$ cat src/rtl/lsu_pkg.sv
// Shared definitions for the load/store unit: RV32I funct3 width codes,
// FSM state type and small decode helpers used by the top and lane logic.
package lsu_pkg;

  localparam logic [2:0] F3_B  = 3'b000;
  localparam logic [2:0] F3_H  = 3'b001;
  localparam logic [2:0] F3_W  = 3'b010;
  localparam logic [2:0] F3_BU = 3'b100;
  localparam logic [2:0] F3_HU = 3'b101;

  typedef enum logic [1:0] {
    IDLE = 2'd0,
    REQ  = 2'd1,
    WAIT = 2'd2,
    RESP = 2'd3
  } lsu_state_t;

  // Width code is one the memory port can carry for this direction.
  function automatic logic is_legal(input logic we, input logic [2:0] funct3);
    case (funct3)
      F3_B, F3_H, F3_W: return 1'b1;
      F3_BU, F3_HU:     return ~we;
      default:          return 1'b0;
    endcase
  endfunction

  // Access straddles its natural alignment boundary.
  function automatic logic is_misaligned(input logic [2:0] funct3, input logic [1:0] offset);
    case (funct3)
      F3_H, F3_HU: return offset[0];
      F3_W:        return offset != 2'b00;
      default:     return 1'b0;
    endcase
  endfunction

  // Byte offset after silently aligning halfwords and words down.
  function automatic logic [1:0] align_offset(input logic [2:0] funct3, input logic [1:0] offset);
    case (funct3)
      F3_B, F3_BU: return offset;
      F3_H, F3_HU: return {offset[1], 1'b0};
      default:     return 2'b00;
    endcase
  endfunction

endpackage

$ cat src/rtl/load_store_unit_if.sv
// Data-memory port of the load/store unit. The master side (the LSU) drives
// the request fields; the slave side (memory) returns grant and read data.
interface load_store_unit_if #(
  parameter int unsigned XLEN = 32
);
  logic            mem_req_o;
  logic            mem_we_o;
  logic [XLEN-1:0] mem_addr_o;
  logic [3:0]      mem_be_o;
  logic [XLEN-1:0] mem_wdata_o;
  logic            mem_gnt_i;
  logic            mem_rvalid_i;
  logic [XLEN-1:0] mem_rdata_i;

  modport master (
    output mem_req_o, mem_we_o, mem_addr_o, mem_be_o, mem_wdata_o,
    input  mem_gnt_i, mem_rvalid_i, mem_rdata_i
  );

  modport slave (
    input  mem_req_o, mem_we_o, mem_addr_o, mem_be_o, mem_wdata_o,
    output mem_gnt_i, mem_rvalid_i, mem_rdata_i
  );
endinterface

$ cat src/rtl/lsu_align.sv
// Byte-lane logic: byte enables and lane-replicated store data for an access,
// and right-shift plus sign/zero extension of a returned word. Purely
// combinational so a future cache can reuse it unchanged.
module lsu_align
  import lsu_pkg::*;
#(
  parameter int unsigned XLEN = 32
) (
  input  logic [2:0]      funct3,
  input  logic [1:0]      offset,
  input  logic [XLEN-1:0] wdata_raw,
  input  logic [XLEN-1:0] rdata_raw,
  output logic [3:0]      be,
  output logic [XLEN-1:0] wdata,
  output logic [XLEN-1:0] rdata_ext
);

  logic [XLEN-1:0] shifted;

  assign shifted = rdata_raw >> {offset, 3'b000};

  // Lane selection and extension by access width; funct3[2] marks unsigned loads.
  always_comb begin
    // NOTE: every output gets a default first so no path can infer a latch.
    be        = 4'b0000;
    wdata     = wdata_raw;
    rdata_ext = '0;
    case (funct3)
      F3_B, F3_BU: begin
        be        = 4'b0001 << offset;
        wdata     = {4{wdata_raw[7:0]}};
        rdata_ext = {{24{shifted[7] & ~funct3[2]}}, shifted[7:0]};
      end
      F3_H, F3_HU: begin
        be        = 4'b0011 << {offset[1], 1'b0};
        wdata     = {2{wdata_raw[15:0]}};
        rdata_ext = {{16{shifted[15] & ~funct3[2]}}, shifted[15:0]};
      end
      F3_W: begin
        be        = 4'b1111;
        rdata_ext = shifted;
      end
      default: ;
    endcase
  end

endmodule

$ cat src/rtl/load_store_unit.sv
// Load/store unit: captures an effective address from the ALU, runs a
// request/grant/response transaction on the data-memory port and returns an
// extended load value or store completion with a one-cycle done_o pulse.
// Optional build macro LSU_MISALIGN_TRAP_EN: misaligned H/W accesses complete
// with err_o instead of being silently aligned down.
module load_store_unit
  import lsu_pkg::*;
#(
  parameter int unsigned XLEN    = 32,
  parameter int unsigned TIMEOUT = 16
) (
  input  logic                     clk,
  input  logic                     rst,
  input  logic                     req_valid_i,
  input  logic                     req_we_i,
  input  logic [2:0]               req_funct3_i,
  input  logic [XLEN-1:0]          req_addr_i,
  input  logic [XLEN-1:0]          req_wdata_i,
  output logic                     ready_o,
  load_store_unit_if.master        mem,
  output logic                     done_o,
  output logic [XLEN-1:0]          rdata_o,
  output logic                     err_o
);

  localparam int unsigned    CW      = (TIMEOUT > 1) ? $clog2(TIMEOUT) : 1;
  localparam logic [CW-1:0]  WD_LAST = (TIMEOUT > 0) ? CW'(TIMEOUT - 1) : '0;

  lsu_state_t      state_q, state_d;
  logic [2:0]      f3_q;
  logic [1:0]      off_q;
  logic            we_q;
  logic [CW-1:0]   wdog_q, wdog_d;

  logic            capture, req_ok, misalign_trap;
  logic            timeout_hit, load_done, to_timeout;
  logic [2:0]      align_f3;
  logic [1:0]      align_off;
  logic [3:0]      align_be;
  logic [XLEN-1:0] align_wdata, align_rdata;

  logic            ready_d, mem_req_d, mem_we_d, done_d, err_d;
  logic [XLEN-1:0] mem_addr_d, mem_wdata_d, rdata_d;
  logic [3:0]      mem_be_d;

`ifdef LSU_MISALIGN_TRAP_EN
  assign misalign_trap = is_misaligned(req_funct3_i, req_addr_i[1:0]);
`else
  assign misalign_trap = 1'b0;
`endif

  assign capture = (state_q == IDLE) && req_valid_i;
  assign req_ok  = is_legal(req_we_i, req_funct3_i) && !misalign_trap;

  // Lane logic sees the incoming request while accepting, the captured one afterwards.
  assign align_f3  = capture ? req_funct3_i : f3_q;
  assign align_off = capture ? align_offset(req_funct3_i, req_addr_i[1:0]) : off_q;

  lsu_align #(.XLEN(XLEN)) u_align (
    .funct3    (align_f3),
    .offset    (align_off),
    .wdata_raw (req_wdata_i),
    .rdata_raw (mem.mem_rdata_i),
    .be        (align_be),
    .wdata     (align_wdata),
    .rdata_ext (align_rdata)
  );

  // Grant and read data win over an expiring watchdog in the same cycle.
  assign timeout_hit = (TIMEOUT != 0) && (wdog_q == WD_LAST);
  assign load_done   = !we_q && mem.mem_rvalid_i &&
                       (((state_q == REQ) && mem.mem_gnt_i) || (state_q == WAIT));
  assign to_timeout  = timeout_hit &&
                       (((state_q == REQ) && !mem.mem_gnt_i) ||
                        ((state_q == WAIT) && !mem.mem_rvalid_i));

  // Watchdog counts dwell time in REQ/WAIT and restarts on any state change.
  assign wdog_d = (state_d != state_q) ? '0 :
                  ((state_q == REQ) || (state_q == WAIT)) ? wdog_q + CW'(1) : '0;

  // Next-state decision.
  always_comb begin
    state_d = state_q;
    case (state_q)
      IDLE: if (req_valid_i) state_d = req_ok ? REQ : RESP;
      REQ: begin
        if (mem.mem_gnt_i)   state_d = (we_q || mem.mem_rvalid_i) ? RESP : WAIT;
        else if (timeout_hit) state_d = RESP;
      end
      WAIT: if (mem.mem_rvalid_i || timeout_hit) state_d = RESP;
      RESP: state_d = IDLE;
      default: state_d = IDLE;
    endcase
  end

  // Next values of the registered outputs.
  always_comb begin
    ready_d     = (state_d == IDLE);
    mem_req_d   = (state_d == REQ);
    mem_we_d    = (state_d == REQ) && (capture ? req_we_i : we_q);
    mem_addr_d  = mem.mem_addr_o;
    mem_be_d    = mem.mem_be_o;
    mem_wdata_d = mem.mem_wdata_o;
    if (capture) begin
      mem_addr_d  = {req_addr_i[XLEN-1:2], 2'b00};
      mem_be_d    = align_be;
      mem_wdata_d = align_wdata;
    end
    done_d  = (state_d == RESP);
    err_d   = (capture && !req_ok) || to_timeout;
    rdata_d = load_done ? align_rdata : '0;
  end

  // State, capture, watchdog and output registers with synchronous reset.
  always_ff @(posedge clk) begin
    // NOTE: non-blocking assignments so every flop samples pre-edge values.
    if (rst) begin
      state_q         <= IDLE;
      f3_q            <= 3'b000;
      off_q           <= 2'b00;
      we_q            <= 1'b0;
      wdog_q          <= '0;
      ready_o         <= 1'b1;
      mem.mem_req_o   <= 1'b0;
      mem.mem_we_o    <= 1'b0;
      mem.mem_addr_o  <= '0;
      mem.mem_be_o    <= 4'b0000;
      mem.mem_wdata_o <= '0;
      done_o          <= 1'b0;
      err_o           <= 1'b0;
      rdata_o         <= '0;
    end else begin
      state_q <= state_d;
      wdog_q  <= wdog_d;
      if (capture) begin
        f3_q  <= req_funct3_i;
        off_q <= align_offset(req_funct3_i, req_addr_i[1:0]);
        we_q  <= req_we_i;
      end
      ready_o         <= ready_d;
      mem.mem_req_o   <= mem_req_d;
      mem.mem_we_o    <= mem_we_d;
      mem.mem_addr_o  <= mem_addr_d;
      mem.mem_be_o    <= mem_be_d;
      mem.mem_wdata_o <= mem_wdata_d;
      done_o          <= done_d;
      err_o           <= err_d;
      rdata_o         <= rdata_d;
    end
  end

endmodule

$ cat src/flat_wrapper.sv
// flat-port wrapper written by rule: the top's interface ports become plain ports
module load_store_unit_flat import lsu_pkg::*;
#(
  parameter int unsigned XLEN    = 32,
  parameter int unsigned TIMEOUT = 16
)
  (clk, rst, req_valid_i, req_we_i, req_funct3_i, req_addr_i, req_wdata_i, ready_o, done_o, rdata_o, err_o, mem_mem_req_o, mem_mem_we_o, mem_mem_addr_o, mem_mem_be_o, mem_mem_wdata_o, mem_mem_gnt_i, mem_mem_rvalid_i, mem_mem_rdata_i);
  load_store_unit_if #(.XLEN(XLEN)) mem_i ();
  input  logic clk;
  input  logic rst;
  input  logic req_valid_i;
  input  logic req_we_i;
  input  logic [2:0] req_funct3_i;
  input  logic [XLEN-1:0] req_addr_i;
  input  logic [XLEN-1:0] req_wdata_i;
  output logic ready_o;
  output logic done_o;
  output logic [XLEN-1:0] rdata_o;
  output logic err_o;
  output wire logic [$bits(mem_i.mem_req_o)-1:0] mem_mem_req_o;
  output wire logic [$bits(mem_i.mem_we_o)-1:0] mem_mem_we_o;
  output wire logic [$bits(mem_i.mem_addr_o)-1:0] mem_mem_addr_o;
  output wire logic [$bits(mem_i.mem_be_o)-1:0] mem_mem_be_o;
  output wire logic [$bits(mem_i.mem_wdata_o)-1:0] mem_mem_wdata_o;
  input wire logic [$bits(mem_i.mem_gnt_i)-1:0] mem_mem_gnt_i;
  input wire logic [$bits(mem_i.mem_rvalid_i)-1:0] mem_mem_rvalid_i;
  input wire logic [$bits(mem_i.mem_rdata_i)-1:0] mem_mem_rdata_i;
  assign mem_mem_req_o = mem_i.mem_req_o;
  assign mem_mem_we_o = mem_i.mem_we_o;
  assign mem_mem_addr_o = mem_i.mem_addr_o;
  assign mem_mem_be_o = mem_i.mem_be_o;
  assign mem_mem_wdata_o = mem_i.mem_wdata_o;
  assign mem_i.mem_gnt_i = mem_mem_gnt_i;
  assign mem_i.mem_rvalid_i = mem_mem_rvalid_i;
  assign mem_i.mem_rdata_i = mem_mem_rdata_i;
  load_store_unit #(.XLEN(XLEN), .TIMEOUT(TIMEOUT)) u_core (.clk(clk), .rst(rst), .req_valid_i(req_valid_i), .req_we_i(req_we_i), .req_funct3_i(req_funct3_i), .req_addr_i(req_addr_i), .req_wdata_i(req_wdata_i), .ready_o(ready_o), .mem(mem_i), .done_o(done_o), .rdata_o(rdata_o), .err_o(err_o));
endmodule
$ cat config.mk
export PLATFORM = sky130hd
export DESIGN_NAME = load_store_unit_flat
export DESIGN_NICKNAME = d
export VERILOG_FILES = /design/src/rtl/lsu_pkg.sv /design/src/rtl/load_store_unit_if.sv /design/src/rtl/lsu_align.sv /design/src/rtl/load_store_unit.sv /design/src/flat_wrapper.sv
export SDC_FILE = /design/constraint.sdc
export NUM_CORES = 1
export LEC_CHECK = 0
export ABC_AREA = 0
export CELL_PAD_IN_SITES_DETAIL_PLACEMENT = 1
export CELL_PAD_IN_SITES_GLOBAL_PLACEMENT = 1
export CORE_MARGIN = 5
export CORE_UTILIZATION = 32
export CTS_CLUSTER_DIAMETER = 30
export CTS_CLUSTER_SIZE = 30
export DETAILED_ROUTE_END_ITERATION = 10
export GPL_TIMING_DRIVEN = 0
export PLACE_DENSITY_LB_ADDON = 0.1
export SYNTH_ARGS = -nofsm -noshare
export SYNTH_HDL_FRONTEND = slang
export SYNTH_HIERARCHICAL = 1
export SYNTH_SLANG_ARGS = --single-unit
$ cat constraint.sdc
create_clock -name clk -period 2.7 [get_ports clk]
set_input_delay 0.54 -clock clk [delete_from_list [all_inputs] [get_ports clk]]
set_output_delay 0.54 -clock clk [all_outputs]
set_load 0.05 [all_outputs]
== After elaboration in Yosys (flattened, before gate mapping) ==
Index checks and enable logic that the tools add are counted.

* Word-level logic and storage cells: 85
* Flip-flop bits (word level): 115
* Output and inout bits: 105
* Input bits: 105

* Muxes and demuxes: 15
* Eq/ne operators: 15
* $add $sub $neg: 1
* Bitwise operators: 6
* Reductions and logical operators: 31
* Shift-type cells: 3

{| class="wikitable"
|+ Operators with widths
! cell !! count
|-
| one-hot mux 32 bit (3 select lines) || 1
|-
| one-hot mux 32 bit (2 select lines) || 1
|-
| >> shifter 32 x 5 -> 32 bit || 1
|-
| equality test 3 bit (second input constant) || 4
|-
| two-way mux 2 bit || 6
|-
| one-hot mux 4 bit (3 select lines) || 1
|-
| OR reduction 2 bit || 6
|-
| logical AND 1 bit || 9
|-
| one-hot mux 2 bit (4 select lines) || 1
|-
| equality test 2 bit (second input constant) || 3
|-
| equality test 3 x 1 -> 1 bit (second input constant) || 2
|-
| equality test 3 x 2 -> 1 bit (second input constant) || 2
|-
| logical NOT 3 bit || 2
|-
| logical OR 1 bit || 6
|-
| OR reduction 3 bit || 2
|-
| adder 4 x 1 -> 4 bit (second input constant) || 1
|-
| equality test 2 x 1 -> 1 bit (second input constant) || 2
|-
| equality test 4 bit (second input constant) || 1
|-
| logical NOT 1 bit || 4
|-
| logical NOT 2 bit || 2
|-
| NOT 1 bit || 4
|-
| one-hot mux 2 bit (2 select lines) || 1
|-
| << shifter 1 x 2 -> 4 bit (first input constant) || 1
|-
| << shifter 2 x 2 -> 4 bit (first input constant) || 1
|-
| other kinds (5) || 7
|}

== Logic depth before layout (Yosys ltp) ==
Gate-level depths: netlist of the first run.

* Word-level depth: 8
* Mapped depth: 14
* Mapped depth without buffers: 10

== Modules after synthesis ==
Netlist of the first run, hierarchy kept.

{| class="wikitable"
|+ By module, submodules not included
! module !! sequential area each (um^2) !! cells each !! area an instance (um^2) !! times used
|-
| load_store_unit || 2302.2 || 461 || 4056.4 || 1
|-
| lsu_align || 0.0 || 175 || 1385.1 || 1
|}

== Worst setup path after synthesis of the first run ==
OpenSTA, ideal clock, no wires.

* Path type: register -> register
* From: register u_core.state_q[0]
* To: register u_core.mem.mem_wdata_o[20]
* Required time: 2.568 ns
* Buffers on the path: 4
* Arrival: 2.190 ns
* Setup time: 0.132 ns
* Cell stages (with the launch flop): 13
* Period minus slack after synthesis: 2.322 ns
* Slack: 0.378 ns
* Cell sequence: dfxtp_1 > inv_1 > ha_1 > nand2_1 > buf_2 > nand2_1 > nand2_1 > buf_2 > buf_2 > buf_2 > mux2_2 > nand2_1 > a21oi_1

* Word-level cells in the longest chain between the ends: 6
* Elaborated cells on any way between the ends: 10
* Those cells by class: 3 x eq/ne; 2 x mux; 5 x reduce/logical

{| class="wikitable"
|+ RTL lines
! what !! line !! RTL
|-
| from (decl) || load_store_unit.sv:29 || <nowiki>lsu_state_t state_q, state_d;</nowiki>
|-
| from (signal assigned) || load_store_unit.sv:133 || <nowiki>state_q <= state_d;</nowiki>
|-
| logical NOT 2 bit * || load_store_unit.sv:52 || <nowiki>assign capture = (state_q == IDLE) && req_valid_i;</nowiki>
|-
| logical AND 1 bit * || load_store_unit.sv:52 ||
|-
| two-way mux 3 bit * || load_store_unit.sv:56 || <nowiki>assign align_f3 = capture ? req_funct3_i : f3_q;</nowiki>
|-
| via u_core.align_f3[1] || load_store_unit.sv:37 || <nowiki>logic [2:0] align_f3;</nowiki>
|-
| equality test 3 x 1 -> 1 bit, or another cell as far along || lsu_align.sv:28 || <nowiki>case (funct3)</nowiki>
|-
| OR reduction 2 bit || lsu_align.sv:28 ||
|-
| one-hot mux 32 bit (2 select lines) * || lsu_align.sv:28 ||
|-
| via u_core.align_wdata[20] || load_store_unit.sv:40 || <nowiki>logic [XLEN-1:0] align_wdata, align_rdata;</nowiki>
|-
| to (signal assigned) || load_store_unit.sv:145 || <nowiki>mem.mem_wdata_o <= mem_wdata_d;</nowiki>
|-
| to (decl) || load_store_unit_if.sv:16 || <nowiki>output mem_req_o, mem_we_o, mem_addr_o, mem_be_o, mem_wdata_o,</nowiki>
|}

Mark *: on every way through the listed nets, which the timed path passes. The rest lies on a longest branch.
A chain may end at the register's enable or synchronous reset.

== Final worst setup path of the first run ==
* From: register u_core.state_q[1]
* To: register u_core.rdata_o[8]

* Word-level cells in the longest chain between the ends: 6
* Elaborated cells on any way between the ends: 22
* Those cells by class: 6 x eq/ne; 1 x shift; 3 x mux; 3 x bitwise; 9 x reduce/logical

{| class="wikitable"
|+ RTL lines
! what !! line !! RTL
|-
| logical NOT 2 bit * || load_store_unit.sv:52 ||
|-
| logical AND 1 bit * || load_store_unit.sv:52 ||
|-
| two-way mux 2 bit * || - ||
|-
| via u_core.align_off[1] || load_store_unit.sv:38 || <nowiki>logic [1:0] align_off;</nowiki>
|-
| >> shifter 32 x 5 -> 32 bit * || lsu_align.sv:20 || <nowiki>assign shifted = rdata_raw >> {offset, 3'b000};</nowiki>
|-
| bitwise AND 1 bit || lsu_align.sv:32 || <nowiki>rdata_ext = {{24{shifted[7] & ~funct3[2]}}, shifted[7:0]};</nowiki>
|-
| one-hot mux 32 bit (3 select lines) * || lsu_align.sv:28 ||
|-
| via u_core.align_rdata[8] || load_store_unit.sv:40 ||
|-
| to (signal assigned) || load_store_unit.sv:148 || <nowiki>rdata_o <= rdata_d;</nowiki>
|-
| to (decl) || load_store_unit.sv:22 || <nowiki>output logic [XLEN-1:0] rdata_o,</nowiki>
|}

Marks and branches as above.

==> results of run 1 <==
-- worst max path at each step --
stage                           start                         end  slack (ns)  cells after the start
global placement          req_valid_i          u_core/rdata_o[24]       -0.73                     11
detailed placement        req_valid_i          u_core/rdata_o[24]       -0.74                     11
floorplan           u_core/state_q[0]  u_core/mem.mem_wdata_o[20]        0.38                     12
CTS                 u_core/state_q[1]           u_core/rdata_o[3]      0.0002                     11
global route        u_core/state_q[1]          u_core/rdata_o[11]      -0.009                     12
finish              u_core/state_q[1]           u_core/rdata_o[8]        0.14                     12
-- worst min-delay path, delay by kind of cell (launching register included) --
family | cells | cell delay [ns]
AOI/OAI and AO/OA | 1 | 0.05
and+or+nand+nor | 1 | 0.05
DFF | 1 | 0.30
-- cells in the final DEF, fill, tap and decap left out, types with 4 or more instances in the layout --
cell type        netlist  layout
buf_6                  6       7
clkbuf_1              19      13
a2bb2oi_1              7       4
dfxtp_1              115     113
buf_2                 18      14
o211ai_1               8       8
mux2i_1               17      17
nor2b_1               16      15
ha_1                   6       5
mux2_2                24      24
clkbuf_16              0      17
a211oi_1              15      14
clkdlybuf4s50_1        0     206
bufinv_16              0       4
nor2_1                 8       7
and2_1                33      33
o21ai_0               21      21
nand2_1              166     165
a21oi_1               76      76
o211ai_2              10      10
nand3b_1              11      11
buf_4                 14      17
-- sequential cells by signal, summed over array words and instances, names as in the netlist, 2 cells and up --
| signal | cells |
|---|---|
| u_core/f3_q | 3 |
| u_core/mem.mem_addr_o | 30 |
| u_core/mem.mem_be_o | 4 |
| u_core/mem.mem_wdata_o | 32 |
| u_core/off_q | 2 |
| u_core/rdata_o | 32 |
| u_core/state_q | 2 |
| u_core/wdog_q | 4 |
-- kinds of logic (layout without fill, tap and decap cells) --
family / count (synthesis) / after routing / synth area share
and+or+nand+nor: 256 / 256 / 0.229
buffers and inverters: 65 / 304 / 0.0690
xor gates and xnor gates: 2 / 2 / 0.00322
other: 1 / 2 / 0.000689
DFF: 115 / 115 / 0.423
AOI/OAI and AO/OA: 149 / 149 / 0.176
adders and majority gates: 6 / 6 / 0.0138
muxes: 42 / 42 / 0.0851
-- cell usage after synthesis (3+ instances only) --
master       n
a211oi_1    15
a21oi_1     76
a2bb2oi_1    7
and2_1      33
buf_2       18
buf_4       14
buf_6        6
clkbuf_1    19
dfxtp_1    115
ha_1         6
inv_1        5
mux2_2      24
mux2i_1     17
nand2_1    166
nand3b_1    11
nor2_1       8
nor2b_1     16
nor3b_1      3
nor4_1       3
o211ai_1     8
o211ai_2    10
o21ai_0     21
-- per-stage QoR --
step	cell area [um^2]	utilization	setup WS, ns	setup TNS [ns]
after CTS	8480	0.510	0.000214	0
after global placement	7790	0.468	-0.729	-32.23
after global routing	8510	0.511	-0.00853	-0.0238
after floorplan	5450	-	0.378	0
final	8510	0.511	0.140	0
after detailed placement	7790	0.468	-0.739	-34.09
-- layer usage --
layer	global-route usage	up-vias
met5	0	-
met4	0.0632	2
met3	0.0746	33
met2	0.357	150
met1	0.223	2539
li1	-	2618
-- report_power, final --
group / internal [mW] / total (mW) / leakage, nW / switching [mW]
Clock: 1.62 / 2.44 / 0.313 / 0.823
Combinational: 1.50 / 4.04 / 1.95 / 2.54
Sequential: 2.01 / 2.18 / 0.939 / 0.169
Total: 5.13 / 8.67 / 3.20 / 3.54
-- layout make-up --
type,instances,area [um^2]
fillers,1939,8130
multi-input cells,457,2810
flip-flops and latches,115,2310
repair buffers,208,2080
clock buffers,20,467
plain buffers,59,378
well taps,220,275
clock inverters,12,176
inverters,5,18.8
-- what timing repair did --
action                     in CTS  in global routing
pin swaps                       1                  0
hold endpoints to repair        0                  0
resized for setup              15                 18
setup endpoints to repair      60                 53
buffers inserted                1                  0
==> flow_metrics.py, run 1 <==
metrics = {
    "run_status": {
        "outcome": "complete, no violations",
    },
    "sta": {
        "min_period_ns": 2.56,
        "finalSetupViolCount": 0,
        "worst_pin_slew_ns": 0.732,
        "final_max_slew_viol_count": 0,
        "timing.final.crit_share": 0.948,
        "skew_ns": 0.00684,
        "hold_violations": 0,
        "max_freq_mhz": 391,
        "relSlewSlack": 0.512,
        "hold_slack_ns": 0.454,
    },
    "yosys": {
        "ys_seq_area_frac": 0.423,
        "syn_avg_cell_area_um2": 8.56,
        "synth_cells": 636,
        "yosys_warnings": 6,
        "synth_area_leaders": "dfxtp_1 (42%), nand2_1 (11%), a21oi_1 (7.0%), mux2_2 (5.0%), and2_1 (3.8%)",
        "synth_top_area_frac": 0.423,
        "synth_ff_type": "dfxtp_1",
        "async_flop_share": 0,
        "syn_area_mm2": 0.00544,
        "synth_edf_count": 0,
        "ys_ff_latch": 115,
        "synth_top_area_cell": "dfxtp_1",
        "ys_types": 51,
    },
    "setup_path": {
        "slowest_delay_ns": 0.36,
        "slowest_stage": "dfxtp_2",
        "reg2reg_to": "u_core/rdata_o[8]",
        "crit_path_start_kind": "flip-flop",
        "rr_startpoint": "u_core/state_q[1]",
        "cp_cell_sequence": "inv_2 > ha_2 > and2_1 > buf_6 > nand3b_1 > nand2_1 > buf_6 > buf_4 > mux2i_1 > a2bb2oi_1 > o21ai_0 > and2_1",
        "cp.arrival_ns": 2.87,
        "crit_required_ns": 3.01,
        "crit_family": "buffers and inverters",
        "rrSetupSlack_ns": 0.14,
        "path_class": "flip-flop to flip-flop",
        "end_kind": "flip-flop",
        "ff2ff_path_depth": 12,
        "worst-path-buf-inv": 4,
        "cp_max_fo": 10,
    },
    "final_layout": {
        "fin_cells": 1096,
        "nNetsFinal": 974,
        "area_growth_pct": 56.4,
        "num_antenna_cells": 0,
        "drive_gt1_frac": 0.153,
    },
    "clock_network": {
        "clkTransAtPathRegs_ns": 0.05,
        "numCtsBuffers": 17,
        "ctsHoldBuffers": 0,
        "cts_max_level": 4,
        "insertion_delay_ns": 0.41,
        "cts_tree": "built",
        "cts_buffer_depth": 2,
        "clkSinkCount": 115,
        "root_buffer": "clkbuf_16",
    },
    "power_and_ir_drop": {
        "power_mw": 8.67,
        "power_leakage_nw": 3.20,
        "power_density_mw_per_mm2": 1020,
        "ir_drop_mv": 0.513,
    },
    "floorplanning": {
        "dieHeight_um": 140,
        "fp.dieW_um": 140,
        "initial_core_util": 0.327,
        "dieArea_mm2": 0.0197,
        "row_count": 47,
        "io_pins": 210,
        "core_mm2": 0.0166,
    },
    "placement": {
        "hpwlAfterDp_um": 15300,
        "gp_congestion": 0.807,
        "place_inst": 1064,
        "port_buffers": 207,
    },
    "drt": {
        "antenna_left": 0,
        "first_pass_iters": 4,
        "wl_met1_um": 8100,
        "wl_met3_um": 1370,
        "drt_iter0_drc": 180,
        "wl_per_cell_um": 18.3,
        "highest_layer": "met5",
        "drcViolationCount": 0,
        "wl_met2_um": 10300,
        "vias": 5342,
        "wirelength_um": 20100,
        "viasPerCell": 4.87,
    },
    "hold_path": {
        "min_from": "u_core/mem.mem_wdata_o[31]",
        "hold_class": "flip-flop to flip-flop",
        "hold_depth": 2,
        "min_to": "u_core/mem.mem_wdata_o[31]",
    },
    "global_route": {
        "grt_pass1_wl_um": 31400,
        "grt_pass1_vias": 5894,
        "grt_use_total": 0.201,
        "grt_start_max_net_pins": 17,
        "antenna_found_initial": 1,
        "overflow": 0,
    },
    "flow_run": {
        "cap_violations": 0,
    },
}
Note: power is estimated with default switching activity, not from simulation.
==> run 2: changes to the inputs <==
SLEW_MARGIN = 20   (was default)
==> results of run 2 <==
Same layout as run 1: the final DEF is identical, and so are final timing and power.
==> run 3: changes to the inputs <==
GPL_TIMING_DRIVEN = 1   (was 0)
==> run 3 against run 2 <==
  * Worst hold slack worse by 0.027 ns
  * Die area stayed put
  * Highest routed layer is now met4
  * Maximum frequency is 1.6% higher
  * Clock skew is 0.00076 ns higher
  * Largest cell class unchanged
  * Design area is 2.3% lower
  * Clock power is 9.8% lower
  * Core utilization is 1.2 points lower
  * Sequential power hardly changed
  * Non-clock buffer count is 32 lower
==> flow_metrics.py, run 3 (synthesis gave the netlist of run 1 again) <==
metrics = {
    "clock_network": {
        "numCtsBuffers": 17,
        "ctsHoldBuffers": 0,
        "root_buffer": "clkbuf_16",
        "cts_tree": "built",
        "postCtsSetupRepairBufs": 0,
        "clkTransAtPathRegs_ns": 0.05,
        "clkSinkCount": 115,
        "cts_buffer_depth": 2,
        "insertion_delay_ns": 0.41,
        "cts_max_level": 4,
    },
    "sta": {
        "max_freq_mhz": 397,
        "finalSetupViolCount": 0,
        "min_period_ns": 2.52,
        "final_max_slew_viol_count": 0,
        "timing.final.crit_share": 0.934,
        "rsz0062_at_grt": "false",
        "setup_ws_ns": 0.179,
        "hold_violations": 0,
        "skew_ns": 0.00759,
        "worst_pin_slew_ns": 0.574,
        "relSlewSlack": 0.616,
    },
    "setup_path": {
        "cp.arrival_ns": 2.79,
        "cp_max_fo": 8,
        "crit_path_start_kind": "flip-flop",
        "path_class": "flip-flop to flip-flop",
        "end_kind": "flip-flop",
        "crit_required_ns": 2.97,
    },
    "drt": {
        "drt_iter0_drc": 175,
        "vias": 5200,
        "wl_per_cell_um": 18.2,
        "wirelength_um": 19300,
        "viasPerCell": 4.89,
        "antenna_left": 0,
        "first_pass_iters": 4,
        "drcViolationCount": 0,
    },
    "placement": {
        "gp_congestion": 0.824,
        "port_buffers": 207,
        "place_inst": 1032,
        "pre_cts_slack_ns": -0.00944,
        "hpwlAfterDp_um": 14400,
    },
    "global_route": {
        "grt_start_max_net_pins": 50,
        "overflow": 0,
        "grt_use_total": 0.196,
        "grt_pass1_wl_um": 31000,
        "antenna_found_initial": 0,
        "grt_pass1_vias": 5624,
    },
    "final_layout": {
        "nNetsFinal": 942,
        "fin_cells": 1063,
        "mostFrequentLayoutCells": "clkdlybuf4s50_1 (206), nand2_1 (165), dfxtp_1 (115)",
        "layout_commonest_cell": "clkdlybuf4s50_1",
        "drive_gt1_frac": 0.126,
        "area_growth_pct": 52.8,
        "largestRegisters": "u_core/mem.mem_wdata_o: 32 flops, u_core/rdata_o: 32 flops, u_core/mem.mem_addr_o: 30 flops",
        "num_antenna_cells": 0,
    },
    "flow_run": {
        "cap_violations": 0,
    },
    "floorplanning": {
        "row_count": 47,
        "dieHeight_um": 140,
        "fp.dieW_um": 140,
        "dieArea_mm2": 0.0197,
        "initial_core_util": 0.327,
        "core_mm2": 0.0166,
        "io_pins": 210,
    },
    "power_and_ir_drop": {
        "power_leakage_nw": 3.08,
        "power_density_mw_per_mm2": 1000,
        "ir_drop_mv": 0.528,
    },
    "hold_path": {
        "hold_class": "input port to flip-flop",
    },
    "run_status": {
        "outcome": "complete, no violations",
    },
}
run 3: what timing repair did:
action                     in CTS  in global routing
setup endpoints to repair       0                 10
hold endpoints to repair        0                  0
gates resized for setup         0                  1
run 3: path summary, 6_finish.rpt:
| path | startpoint | to | slack [ns] | cells after the start |
|---|---|---|---|---|
| setup reg to reg | u_core/state_q[0] | u_core/mem.mem_wdata_o[11] | 0.18 | 11 |
| setup / recovery | u_core/state_q[0] | u_core/mem.mem_wdata_o[11] | 0.18 | 11 |
| hold / removal | rst | u_core/state_q[1] | 0.43 | 2 |
| hold reg to reg | u_core/mem.mem_wdata_o[28] | u_core/mem.mem_wdata_o[28] | 0.45 | 2 |
run 3: final cells by class:
| cell class | instances | area (um^2) |
|---|---|---|
| Clock buffer | 21 | 470 |
| Fill cell | 1909 | 8330 |
| Clock inverter | 10 | 108 |
| Timing Repair Buffer | 235 | 2360 |
| Sequential cell | 115 | 2300 |
| Tap cell | 220 | 275 |
| Multi-Input combinational cell | 457 | 2770 |
| Inverter | 5 | 18.8 |
run 3: metal layers:
layer,global-route usage,vias to the layer above,part of all wire
met5,0,-,0
met2,0.352,139,0.51
met1,0.215,2488,0.40
li1,-,2545,-
met3,0.0787,28,0.075
met4,0.0515,0,0.016
run 3: power breakdown:
group | total, mW | switching (mW) | internal [mW]
logic | 3.97 | 2.47 | 1.50
registers | 2.17 | 0.164 | 2.00
clock network | 2.20 | 0.786 | 1.42
run 3: critical path: stages, from the launching register on:
cell and delay, ns:
dfxtp_1 0.44, inv_1 0.17, ha_1 0.27, and2_2 0.23, buf_4 0.15, nand2_1 0.08, nand2_1 0.20, nor2_2 0.22
buf_12 0.15, mux2_2 0.34, nand2_1 0.07, a21oi_1 0.06
run 3: stage by stage:
| stage | util | setup TNS [ns] | cell area [um^2] | hold slack (ns) | total power, mW |
|---|---|---|---|---|---|
| 2_1_floorplan | - | 0 | 5450 | 0.429 | 4.88 |
| 3_3_place_gp | 0.465 | 0 | 7730 | 0.441 | 6.07 |
| 3_5_place_dp | 0.465 | -0.0283 | 7730 | 0.448 | 6.19 |
| 4_1_cts | 0.499 | 0 | 8310 | 0.405 | 8.44 |
| 5_1_grt | 0.500 | 0 | 8310 | 0.430 | 8.83 |
| 6_report | 0.500 | 0 | 8310 | 0.427 | 8.34 |
